### config.mk
export PLATFORM = sky130hd
export DESIGN_NAME = pipe_fetch_stage
export DESIGN_NICKNAME = d
export VERILOG_FILES = /design/src/rtl/pipe_fetch_stage.sv
export SDC_FILE = /design/constraint.sdc
export NUM_CORES = 1
export LEC_CHECK = 0
export CAP_MARGIN = 20
export CORE_ASPECT_RATIO = 0.75
export CORE_MARGIN = 2
export CORE_UTILIZATION = 43
export DETAILED_ROUTE_END_ITERATION = 12
export GPL_TIMING_DRIVEN = 0
export PLACE_DENSITY = 0.81
export SETUP_SLACK_MARGIN = 0.4
export SYNTH_ARGS = -nofsm -noshare
export SYNTH_HDL_FRONTEND = slang
export SYNTH_SLANG_ARGS = --single-unit
export TNS_END_PERCENT = 1
### constraint.sdc
create_clock -name clk -period 3.4 [get_ports clk]
set_clock_uncertainty 0.05 [all_clocks]
set_input_delay 0.85 -clock clk [delete_from_list [all_inputs] [get_ports clk]]
set_output_delay 0.85 -clock clk [all_outputs]
set_load 0.005 [all_outputs]
### src/rtl/pipe_fetch_stage.sv
// RV32I instruction-fetch stage: PC, synchronous IMEM interface and IF/ID register.
// Optional stall/flush performance counters enabled by defining FETCH_PERF_CNT_EN.
module pipe_fetch_stage #(
  parameter int unsigned REG_DATA_WIDTH     = 32,
  parameter int unsigned REGFILE_ADDR_WIDTH = 5,
  parameter logic [REG_DATA_WIDTH-1:0] PC_RESET = '0
) (
  input  logic                          clk,
  input  logic                          rst,
  output logic [REG_DATA_WIDTH-1:0]     IMEM_addr,
  input  logic [REG_DATA_WIDTH-1:0]     IMEM_data,
  input  logic                          Stall,
  input  logic                          IF_ID_Flush,
  input  logic                          EX_PC_Branch,
  input  logic [REG_DATA_WIDTH-1:0]     EX_Branch_target,
  input  logic                          ID_Jump,
  input  logic [REG_DATA_WIDTH-1:0]     ID_Jump_target,
  output logic [REG_DATA_WIDTH-1:0]     IF_PC,
  output logic [REG_DATA_WIDTH-1:0]     IF_Instruction,
  output logic [REGFILE_ADDR_WIDTH-1:0] IF_Rs1_addr,
  output logic [REGFILE_ADDR_WIDTH-1:0] IF_Rs2_addr,
  output logic                          IF_Valid,
  output logic [31:0]                   Stall_count,
  output logic [31:0]                   Flush_count
);

  localparam int unsigned W = REG_DATA_WIDTH;
  localparam logic [W-1:0] NOP        = W'(32'h0000_0013);
  localparam logic [W-1:0] ALIGN_MASK = ~W'(3);

  logic [W-1:0] pc_q;
  logic [W-1:0] fetch_pc_q;
  logic         fetch_valid_q;
  logic [W-1:0] if_pc_q;
  logic [W-1:0] if_instr_q;
  logic         if_valid_q;

  logic         redirect;
  logic [W-1:0] redirect_target;

  // EX branch outranks the ID jump: the jump sits on the wrong path.
  assign redirect        = EX_PC_Branch | ID_Jump;
  assign redirect_target = EX_PC_Branch ? EX_Branch_target : ID_Jump_target;

  // While stalled, re-read the word already on IMEM_data so it stays valid.
  assign IMEM_addr = (Stall && !redirect) ? fetch_pc_q : pc_q;

  always_ff @(posedge clk) begin
    if (rst) begin
      pc_q          <= PC_RESET & ALIGN_MASK;
      fetch_pc_q    <= '0;
      fetch_valid_q <= 1'b0;
      if_pc_q       <= '0;
      if_instr_q    <= NOP;
      if_valid_q    <= 1'b0;
    end else if (redirect) begin
      pc_q          <= redirect_target & ALIGN_MASK;
      fetch_valid_q <= 1'b0;
      if_instr_q    <= NOP;
      if_valid_q    <= 1'b0;
    end else if (!Stall || IF_ID_Flush) begin
      fetch_pc_q    <= pc_q;
      fetch_valid_q <= 1'b1;
      pc_q          <= pc_q + W'(4);
      if (IF_ID_Flush || !fetch_valid_q) begin
        if_instr_q <= NOP;
        if_valid_q <= 1'b0;
      end else begin
        if_pc_q    <= fetch_pc_q;
        if_instr_q <= IMEM_data;
        if_valid_q <= 1'b1;
      end
    end
  end

  assign IF_PC          = if_pc_q;
  assign IF_Instruction = if_instr_q;
  assign IF_Valid       = if_valid_q;
  assign IF_Rs1_addr    = if_instr_q[15 +: REGFILE_ADDR_WIDTH];
  assign IF_Rs2_addr    = if_instr_q[20 +: REGFILE_ADDR_WIDTH];

`ifdef FETCH_PERF_CNT_EN
  logic [31:0] stall_cnt_q;
  logic [31:0] flush_cnt_q;

  always_ff @(posedge clk) begin
    if (rst) begin
      stall_cnt_q <= '0;
      flush_cnt_q <= '0;
    end else begin
      if (Stall && !redirect)
        stall_cnt_q <= stall_cnt_q + 32'd1;
      if (redirect || IF_ID_Flush)
        flush_cnt_q <= flush_cnt_q + 32'd1;
    end
  end

  assign Stall_count = stall_cnt_q;
  assign Flush_count = flush_cnt_q;
`else
  assign Stall_count = '0;
  assign Flush_count = '0;
`endif

endmodule

==> impl_metrics.tcl <==
set metrics [dict create \
    run_status "finished, final reports clean" \
    drive_above_1_share_pct 16.2 \
    synth_area_leader_cell "sky130_fd_sc_hd__dfxtp_1" \
    synthMuxAreaShare_pct 6.12 \
    cp.arrival_ns 2.36 \
    design.portCount 273 \
    worst_hold_path_type "flip-flop to flip-flop" \
    p_per_area_nw_per_um2 424 \
    floorplan.die.width_um 144 \
    finalSetupViolCount 0 \
    io_buffers 198 \
    sequential_cell_area_fraction_in_the_yosys_report_pct 39.4 \
    coreArea_sq_um 14400 \
    detailroute.via_count 6617 \
    avgSynthCellArea_sq_um 7.99 \
    final_cells 1291 \
    number_of_filler_cells_placed_in_the_layout 1226 \
    path_class "primary input to primary output" \
    global_route.usage.total_pct 26.3 \
    detail_route.vias_per_cell 5.13 \
    max-slew-margin-rel_pct 52.1 \
    power_leakage_nw 3.71 \
    numClockSinks 124 \
    worst_skew_pair_later_pin_latency_ns 0.41 \
    cp-start-kind "primary input" \
    cp-end-kind "primary output" \
    ctsHtreeMaxLevel 4 \
    dp_worst_setup_slack_ns -0.640 \
    yosys.area_share.simple_pct 20.0 \
    die_h_um 109 \
    num-nets-final 1181 \
    tritoncts "built" \
    numPlacedInstances 1253 \
    synth-edff-count 0 \
    wl_per_cell_um 16.4 \
    ys_warn_count 0 \
    worst_slack_ns 0.141 \
    clock_buffers_created_by_tritoncts 17 \
    synth_area_leaders "sky130_fd_sc_hd__dfxtp_1, sky130_fd_sc_hd__nand2_1, sky130_fd_sc_hd__buf_4" \
    path_clk_slew_ns 0.06 \
    hold_depth 2 \
    postSynth.topFlopCell "sky130_fd_sc_hd__dfxtp_1" \
    core.rowCount 38 \
    synth_top_area_share_pct 39.4 \
    timing.final.crit_period_ns 3.26 \
    ys_async_sr_fraction_pct 0 \
    flow.area_growth_from_synthesis_pct 52.1 \
    largest_family_of_logic_cells_by_synthesized_area "simple AND/OR/NAND/NOR gates" \
    drt_drc_violations_left 0 \
    grt_pass1_vias 6020 \
    report.final.slew_viol_count 0 \
    postRouteWirelength_mm 21.1 \
    maxCapViolations 0 \
    initial_utilization_pct 43.7 \
    worst-path-max-fanout 8 \
    place.gp.congestion 0.944 \
    crit_required_ns 2.50 \
    max_clock_freq_mhz 307 \
    timing_worst_slew_pin_value_ns 0.718 \
    hpwl_mm 15.6 \
    cts-root-buf "sky130_fd_sc_hd__clkbuf_16" \
    wire_length_of_the_first_global_routing_pass_mm 31.5 \
    syn_inst 788 \
    insertedDiodeCount 0 \
    totalNegativeSetupSlack_ns 0 \
    postRouteAntennaNets 0 \
    fp.dieArea_sq_um 15600 \
    final_worst_path_cycle_share_pct 95.9 \
    synth_fa_ha_area_share_pct 0.199 \
    synth.distinct_cells 49 \
    yosys.area_share.xor_xnor_pct 1.81 \
    cts_buffer_depth 2 \
    overall_power_after_layout_mw 4.05 \
    synth_cell_area_sq_um 6290 \
    maximum_ir_drop_on_the_vdd_rail_mv 0.391 \
    detail_route.iter0.violations 603 \
    hold-worst-slack_ns 0.404 \
    pin_count_of_the_biggest_net_entering_global_routing 17 \
    unrepaired_setup_endpoints_after_global_routing "true" \
    report.final.hold_viol_count 0 \
    first_pass_iters 5 \
    antenna_found_initial 0 \
    layout.core_utilization_pct 66.4 \
    cell_depth_of_the_worst_flop_to_flop_path 7 \
    synth_compound_gate_area_share_pct 18.5 \
    register_area_sq_um 2480 \
    finalInstanceArea_sq_um 9570 \
    placement.cell_area_sq_um 8780 \
    grt_total_ovfl 0 \
    multiInputGateArea_sq_um 3200 \
    synth-seq-cells 124 \
]
## per-layer routing
layer	GRT usage [%]	vias up	share of wire, %	routed length (um)
met5	0	-	0	0
met4	6.65	0	1.4	299
met3	5.80	25	9.8	2080
met2	41.8	327	46	9670
met1	36.4	3106	43	9090
li1	-	3159	-	-
## critical path, stage by stage
cell	delay [ns]
sky130_fd_sc_hd__clkbuf_8	0.15
sky130_fd_sc_hd__nor2_4	0.12
sky130_fd_sc_hd__and2_1	0.14
sky130_fd_sc_hd__clkbuf_8	0.16
sky130_fd_sc_hd__buf_12	0.11
sky130_fd_sc_hd__bufbuf_16	0.25
sky130_fd_sc_hd__mux2_2	0.32
sky130_fd_sc_hd__dlygate4sd2_1	0.27
## Yosys cell counts (7+ instances only)
master and count:
sky130_fd_sc_hd__clkbuf_1 44, sky130_fd_sc_hd__buf_4 79, sky130_fd_sc_hd__a21oi_1 79, sky130_fd_sc_hd__nand2_1 165
sky130_fd_sc_hd__a211oi_1 11, sky130_fd_sc_hd__o21ai_0 18, sky130_fd_sc_hd__a22oi_1 42, sky130_fd_sc_hd__mux2i_1 7
sky130_fd_sc_hd__mux2_2 28, sky130_fd_sc_hd__o22ai_1 12, sky130_fd_sc_hd__inv_1 7, sky130_fd_sc_hd__nor4_1 9
sky130_fd_sc_hd__buf_2 14, sky130_fd_sc_hd__dfxtp_1 124, sky130_fd_sc_hd__xnor2_1 11, sky130_fd_sc_hd__nor2_1 52
sky130_fd_sc_hd__nand3_1 14
## where the power goes
group          internal [mW]  leakage [nW]  switching [mW]
registers               1.49          1.01          0.0424
clock network           1.30         0.315           0.697
logic                  0.283          2.39           0.248
## kinds of logic (layout without fill, tap and decap cells)
family	Yosys count	in the layout
AND/OR/NAND/NOR	281	281
AO/OA/AOI/OAI	185	185
buffers and inverters	148	384
flip-flops	124	124
multiplexers	35	35
XOR/XNOR	13	13
adder cells (fa/ha/maj)	1	1
other	1	68
## area by class of cell
cell class,instances,share of cell area [%]
multi-input cells,583,33.5
well taps,200,2.61
repair buffers,204,21.3
flip-flops and latches,124,25.9
clock buffers,21,4.92
inverters,7,0.275
clock inverters,11,1.88
plain buffers,141,9.57
## worst paths after layout
path	to	slack, ns	start
setup / recovery	IMEM_addr[22]	0.14	EX_PC_Branch
hold / removal	IF_PC[12]	0.40	IF_PC[12]
setup reg to reg	pc_q[25]	1.24	pc_q[6]
hold reg to reg	IF_PC[12]	0.40	IF_PC[12]
## state kept, by name, summed over array words and instances (netlist names)
name            cells
IF_Instruction     32
IF_PC              30
IF_Valid            1
fetch_pc_q         30
fetch_valid_q       1
pc_q               30
## what timing repair did
action / 4_1_cts / 5_1_grt
pin swaps: 1 / 0
hold buffers: 0 / 0
gates cloned: 1 / 0
resized for setup: 52 / 1
setup endpoints to repair: 30 / 38
setup buffers: 5 / 0
## cell usage in the layout (no fill, tap or decap), types with 3 or more instances in the layout
| cell | Yosys | routed |
|---|---|---|
| sky130_fd_sc_hd__clkdlybuf4s50_1 | 0 | 175 |
| sky130_fd_sc_hd__nand2_1 | 165 | 165 |
| sky130_fd_sc_hd__dfxtp_1 | 124 | 124 |
| sky130_fd_sc_hd__buf_4 | 79 | 82 |
| sky130_fd_sc_hd__a21oi_1 | 79 | 79 |
| sky130_fd_sc_hd__conb_1 | 1 | 68 |
| sky130_fd_sc_hd__nor2_1 | 52 | 51 |
| sky130_fd_sc_hd__a22oi_1 | 42 | 42 |
| sky130_fd_sc_hd__clkbuf_1 | 44 | 41 |
| sky130_fd_sc_hd__mux2_2 | 28 | 28 |
| sky130_fd_sc_hd__dlygate4sd2_1 | 0 | 19 |
| sky130_fd_sc_hd__clkbuf_16 | 0 | 18 |
| sky130_fd_sc_hd__o21ai_0 | 18 | 16 |
| sky130_fd_sc_hd__nand3_1 | 14 | 14 |
| sky130_fd_sc_hd__buf_2 | 14 | 13 |
| sky130_fd_sc_hd__o22ai_1 | 12 | 12 |
| sky130_fd_sc_hd__a211oi_1 | 11 | 11 |
| sky130_fd_sc_hd__xnor2_1 | 11 | 11 |
| sky130_fd_sc_hd__nor4_1 | 9 | 9 |
| sky130_fd_sc_hd__inv_1 | 7 | 7 |
| sky130_fd_sc_hd__mux2i_1 | 7 | 7 |
| sky130_fd_sc_hd__clkbuf_8 | 0 | 6 |
| sky130_fd_sc_hd__nand4_1 | 6 | 6 |
| sky130_fd_sc_hd__nor3_1 | 6 | 6 |
| sky130_fd_sc_hd__and4_1 | 5 | 5 |
| sky130_fd_sc_hd__and3_1 | 4 | 4 |
| sky130_fd_sc_hd__nor4_2 | 4 | 4 |
| sky130_fd_sc_hd__bufinv_16 | 0 | 4 |
| sky130_fd_sc_hd__and2_1 | 3 | 3 |
| sky130_fd_sc_hd__buf_1 | 3 | 3 |
| sky130_fd_sc_hd__o31a_1 | 3 | 3 |
| sky130_fd_sc_hd__o21a_1 | 3 | 3 |
| sky130_fd_sc_hd__o2bb2ai_1 | 3 | 3 |
| sky130_fd_sc_hd__a221oi_1 | 3 | 3 |
| sky130_fd_sc_hd__a22o_1 | 3 | 3 |
| sky130_fd_sc_hd__clkinv_4 | 0 | 3 |
| sky130_fd_sc_hd__inv_6 | 0 | 3 |
(Power assumes the default switching activity.)
